[config.mk]
export PLATFORM = sky130hd
export DESIGN_NAME = can_tx_frame_fetch
export DESIGN_NICKNAME = d
export VERILOG_FILES = /design/src/rtl/can_pkg.sv /design/src/rtl/can_frame_unpack.sv /design/src/rtl/can_tx_frame_fetch.sv
export SDC_FILE = /design/constraint.sdc
export NUM_CORES = 1
export LEC_CHECK = 0
export CAP_MARGIN = 15
export CORE_ASPECT_RATIO = 1.2
export CORE_MARGIN = 1.5
export CORE_UTILIZATION = 38
export CTS_BUF_LIST = sky130_fd_sc_hd__clkbuf_8
export CTS_CLUSTER_DIAMETER = 50
export DETAILED_ROUTE_END_ITERATION = 16
export PLACE_DENSITY = 0.78
export SETUP_SLACK_MARGIN = 0.15
export SLEW_MARGIN = 5
export SYNTH_ARGS = -nofsm -noshare
export SYNTH_HDL_FRONTEND = slang
export SYNTH_SLANG_ARGS = --single-unit
export TNS_END_PERCENT = 5
[constraint.sdc]
create_clock -name i_sys_clk -period 1.7 [get_ports i_sys_clk]
set_input_delay 0.34 -clock i_sys_clk [delete_from_list [all_inputs] [get_ports i_sys_clk]]
set_output_delay 0.34 -clock i_sys_clk [all_outputs]
set_load 0.02 [all_outputs]
[src/rtl/can_pkg.sv]
// Shared CAN frame definitions: Tx FIFO word field map, frame struct, fetch FSM states.
package can_pkg;

  localparam int unsigned CAN_FRAME_W = 128;
  localparam int unsigned ID_W        = 29;
  localparam int unsigned ID_LSB      = 99;
  localparam int unsigned IDE_BIT     = 98;
  localparam int unsigned RTR_BIT     = 97;
  localparam int unsigned DLC_W       = 4;
  localparam int unsigned DLC_LSB     = 93;
  localparam int unsigned RSVD_W      = 29;
  localparam int unsigned RSVD_LSB    = 64;
  localparam int unsigned DATA_W      = 64;
  localparam int unsigned DATA_LSB    = 0;
  localparam int unsigned DLC_MAX     = 8;

  typedef struct packed {
    logic [ID_W-1:0]   id;
    logic              ide;
    logic              rtr;
    logic [DLC_W-1:0]  dlc;
    logic [RSVD_W-1:0] rsvd;
    logic [DATA_W-1:0] data;
  } can_frame_t;

  typedef enum logic [2:0] {
    ST_IDLE,
    ST_POP,
    ST_CAPTURE,
    ST_OFFER,
    ST_WAIT_DONE
  } tx_fetch_state_t;

endpackage

[src/rtl/can_frame_unpack.sv]
// Combinational unpack of one 128-bit FIFO word into CAN fields, DLC clamped to 8.
module can_frame_unpack
  import can_pkg::*;
(
  input  logic [CAN_FRAME_W-1:0] word_i,
  output can_frame_t             frame_o
);

  // Slice the fixed field map; codes 9..15 mean 8 payload bytes on the wire.
  always_comb begin
    frame_o.id   = word_i[ID_LSB +: ID_W];
    frame_o.ide  = word_i[IDE_BIT];
    frame_o.rtr  = word_i[RTR_BIT];
    frame_o.dlc  = word_i[DLC_LSB +: DLC_W];
    frame_o.rsvd = word_i[RSVD_LSB +: RSVD_W];
    frame_o.data = word_i[DATA_LSB +: DATA_W];
    if (frame_o.dlc > DLC_W'(DLC_MAX)) begin
      frame_o.dlc = DLC_W'(DLC_MAX);
    end
  end

endmodule

[src/rtl/can_tx_frame_fetch.sv]
// Tx FIFO read client: pops one frame, offers it to the bit engine, holds it until done/abort/retry limit.
module can_tx_frame_fetch
  import can_pkg::*;
#(
  parameter int unsigned DATA_WIDTH  = 128,
  parameter int unsigned MAX_RETRIES = 8,
  parameter int unsigned CNT_WIDTH   = 16
) (
  input  logic                  i_sys_clk,
  input  logic                  i_reset_n,
  input  logic [DATA_WIDTH-1:0] i_fifo_r_data,
  input  logic                  i_fifo_empty,
  output logic                  o_fifo_r_en,
  output logic                  o_frame_valid,
  input  logic                  i_tx_ready,
  output logic [ID_W-1:0]       o_id,
  output logic                  o_ide,
  output logic                  o_rtr,
  output logic [DLC_W-1:0]      o_dlc,
  output logic [DATA_W-1:0]     o_data,
  input  logic                  i_tx_done,
  input  logic                  i_tx_arb_lost,
  input  logic                  i_abort,
  output logic                  o_busy,
  output logic                  o_tx_fail,
  output logic [CNT_WIDTH-1:0]  o_frames_sent
);

  localparam int unsigned RETRY_W = 8;

  tx_fetch_state_t      state_q, state_d;
  can_frame_t           frame_q, frame_d;
  can_frame_t           word_frame;
  logic [RETRY_W-1:0]   retry_q, retry_d;
  logic [CNT_WIDTH-1:0] sent_q, sent_d;
  logic                 r_en_q, r_en_d;
  logic                 valid_q, valid_d;
  logic                 busy_q, busy_d;
  logic                 fail_q, fail_d;
  logic                 unused_rsvd;

  can_frame_unpack u_unpack (
    .word_i  (i_fifo_r_data[CAN_FRAME_W-1:0]),
    .frame_o (word_frame)
  );

  // State, frame hold register, counters and registered outputs.
  always_ff @(posedge i_sys_clk or negedge i_reset_n) begin
    if (!i_reset_n) begin
      state_q <= ST_IDLE;
      frame_q <= '0;
      retry_q <= '0;
      sent_q  <= '0;
      r_en_q  <= 1'b0;
      valid_q <= 1'b0;
      busy_q  <= 1'b0;
      fail_q  <= 1'b0;
    end else begin
      state_q <= state_d;
      frame_q <= frame_d;
      retry_q <= retry_d;
      sent_q  <= sent_d;
      r_en_q  <= r_en_d;
      valid_q <= valid_d;
      busy_q  <= busy_d;
      fail_q  <= fail_d;
    end
  end

  // Next-state logic; abort beats done, done beats arbitration loss.
  always_comb begin
    state_d = state_q;
    frame_d = frame_q;
    retry_d = retry_q;
    sent_d  = sent_q;
    fail_d  = 1'b0;
    unique case (state_q)
      ST_IDLE: begin
        if (!i_fifo_empty) state_d = ST_POP;
      end
      ST_POP: begin
        state_d = ST_CAPTURE;
      end
      ST_CAPTURE: begin
        frame_d = word_frame;
        retry_d = '0;
        state_d = ST_OFFER;
      end
      ST_OFFER: begin
        if (i_abort) begin
          fail_d  = 1'b1;
          state_d = ST_IDLE;
        end else if (i_tx_ready) begin
          state_d = ST_WAIT_DONE;
        end
      end
      ST_WAIT_DONE: begin
        if (i_abort) begin
          fail_d  = 1'b1;
          state_d = ST_IDLE;
        end else if (i_tx_done) begin
          if (sent_q != '1) sent_d = sent_q + CNT_WIDTH'(1);
          state_d = ST_IDLE;
        end else if (i_tx_arb_lost) begin
          if (retry_q < RETRY_W'(MAX_RETRIES)) begin
            retry_d = retry_q + RETRY_W'(1);
            state_d = ST_OFFER;
          end else begin
            fail_d  = 1'b1;
            state_d = ST_IDLE;
          end
        end
      end
      default: begin
        state_d = ST_IDLE;
      end
    endcase
    r_en_d  = (state_d == ST_POP);
    valid_d = (state_d == ST_OFFER);
    busy_d  = (state_d != ST_IDLE);
  end

  // Reserved bits travel with the frame but have no consumer here.
  assign unused_rsvd = ^frame_q.rsvd;

  assign o_fifo_r_en   = r_en_q;
  assign o_frame_valid = valid_q;
  assign o_busy        = busy_q;
  assign o_tx_fail     = fail_q;
  assign o_frames_sent = sent_q;
  assign o_id          = frame_q.id;
  assign o_ide         = frame_q.ide;
  assign o_rtr         = frame_q.rtr;
  assign o_dlc         = frame_q.dlc;
  assign o_data        = frame_q.data;

endmodule

==> reports/results.ini <==
[clocking]
clkSinkCount=130
clk_latency_ns=0.43
post-cts-setup-buffers=0
max-clock-path-buffers=2
clkTransAtPathRegs_ns=0.07
cts_tree=done
htreeDepth=4
numCtsBuffers=17
cts-root-buf=clkbuf_8

[power]
leakage_nw=4.22
peakVddDrop_uv=993
power_density_mw_per_mm2=1700
total_power_mw=14.0

[synthesis]
syn-cell-area_mm2=0.00521
synth-seq-area-share=0.624
yosysTopAreaCell=dfrtp_1
yosysTopAreaCellShare=0.624
ys_ff_latch=130
syn_nets=705
ys.warnings.count=0
syn_inst=568
ys_types=38
yosys-top-cells-area=dfrtp_1, nand2_1, xnor2_1, clkbuf_1, nand3_1
syn_avg_cell_area_um2=9.17

[die]
io_pins=254
start_util=0.392
num_rows=46
die_x_um=110
coreArea_mm2=0.0133
die_y_um=131
die_area_mm2=0.0144

[final_layout]
layout-drive-gt1-share=0.122
layout_common_cells=nand2_1, dfrtp_1, clkdlybuf4s50_1
antenna_cells=0
finalNetCount=952
area_growth_pct=58.1
final_area_mm2=0.00824
mostFrequentLayoutCell=nand2_1
nFillCells=1121

[setup_path]
worstPathRequired_ns=2.07
cp_cell_sequence=or4_4, or3_4, or4_1, nand2_1
crit_fanout=2
path_class=reg2reg
arrival_ns=2.14
cp_slowest_cell=or4_4
worst_setup_path_end_kind=flip-flop
startpoint_type=flip-flop
cpPeakStageDelay_ns=0.53

[drt]
drt-total-wl_um=15000
drtIter0Drc=259
wl_per_cell_um=15.0
drc=0
dr_wl_met3_um=1190
ant_nets=0
firstDrtPassIters=4
via_per_inst=4.80
highest_layer=met4
route.met2.wl_um=7750
vias=4783
wl_met1_um=5600

[global_route]
grt_util_all_layers=0.217
antenna_found_initial=0
gr-total-overflow=0
grt_max_degree=83
grt_pass1_vias=5075
grt_first_pass_wirelength_um=24200

[flow_run]
maxCapViolCount=0

[hold_path]
holdCritPathClass=in2async

[outcome]
violations=negative setup slack
status=finished, violations left

[sta]
final.setup_skew_ns=0.00855
hold_viol=0
fin_crit_ns=1.77
setup-violations-final=2
timing.slew.headroom=0.756
post-route-worst-setup-slack_ns=-0.0728
rsz0062_at_grt=true
fmax_mhz=564
maxSlewViolCount=0
tightestPinTransition_ns=0.365
hold_slack_ns=0.364
timing.final.crit_share=1.04

[placed_design]
post_dp_cell_area_mm2=0.00783
place.gp.congestion=0.826
portBuffers=224
hpwl_um=10600

-- cell families (layout without fill, tap and decap cells) --
kind of cell,after synthesis,after routing,synth area share
xor gates and xnor gates,14,14,0.0235
muxes,1,1,0.00216
adders and majority gates,2,2,0.00480
and+or+nand+nor,371,371,0.297
DFF,130,130,0.624
buffers and inverters,31,291,0.0242
AOI/OAI and AO/OA,19,19,0.0240
-- per-layer routing --
metal,global-route usage,up-vias
li1,-,2293
met1,0.240,2249
met2,0.375,207
met3,0.0774,34
met4,0.0830,0
met5,0,-
-- repair_timing --
item / CTS / global route
setup endpoints to repair: 225 / 136
hold buffers: 1 / 0
pin swaps: 5 / 22
endpoints found under the hold margin: 22 / 0
gates resized for setup: 160 / 51
-- power by group --
group          internal [mW]  switching (mW)
Sequential              4.36           0.638
Clock                   1.35            1.18
Combinational           2.40            4.10
Total                   8.12            5.92
-- final cells by class --
class	instances	area, um2	area share
clock buffer	19	262	0.0317
clock inverter	13	120	0.0146
inverter	5	18.8	0.00228
multi-input combinational	407	1980	0.240
sequential	130	3260	0.396
tap	168	210	0.0255
timing repair buffer	254	2390	0.290
-- cell usage after synthesis, drive strengths merged --
cell	n
inv	5
clkbuf	24
ha	2
o41ai	1
mux2	1
a21oi	2
o21ai	6
nand3b	5
nand2b	1
nor3	5
nand4b	1
o22a	1
and2	5
and3b	1
or2	1
nand2	304
or4	2
nand4	9
xnor2	14
nand3	12
and4	2
o21a	2
o211ai	5
and3	6
nor4	1
nor2	8
buf	2
nor2b	1
or3	4
dfrtp	130
nor3b	2
a21o	1
o31ai	1
or3b	1
-- sequential cells by signal (all words and copies together) (netlist names) --
| name | flops |
|---|---|
| state_q | 3 |
| o_busy | 1 |
| o_id | 29 |
| o_ide | 1 |
| o_dlc | 4 |
| o_rtr | 1 |
| o_tx_fail | 1 |
| o_frame_valid | 1 |
| o_frames_sent | 16 |
| o_fifo_r_en | 1 |
| retry_q | 8 |
| o_data | 64 |
-- worst max-delay path: cells and delay by family, from the launching register on --
family / cells / cell delay, ns
AND/OR/NAND/NOR: 4 / 1.33
flip-flops: 1 / 0.38
-- metrics by stage --
stage / std cells / worst slack, ns / util / TNS, ns
after floorplan: 568 / -0.196 / - / -0.780
after global placement: 963 / -0.169 / 0.589 / -0.398
after detailed placement: 963 / -0.188 / 0.589 / -0.765
after CTS: 996 / -0.0772 / 0.612 / -0.0874
after global routing: 996 / -0.119 / 0.620 / -0.338
final: 996 / -0.0728 / 0.620 / -0.0745
-- final timing paths --
kind,from,to,slack [ns],cells after the start
max,retry_q[4],retry_q[2],-0.07,4
min in group i_sys_clk,i_fifo_r_data[23],o_data[23],0.43,3
min,i_reset_n,o_data[5],0.36,2
max in group asynchronous,i_reset_n,o_frames_sent[2],0.77,3
max reg2reg,retry_q[4],retry_q[2],-0.07,4
min reg2reg,o_id[4],o_id[4],0.47,2
Note: power is estimated with default switching activity, not from simulation.
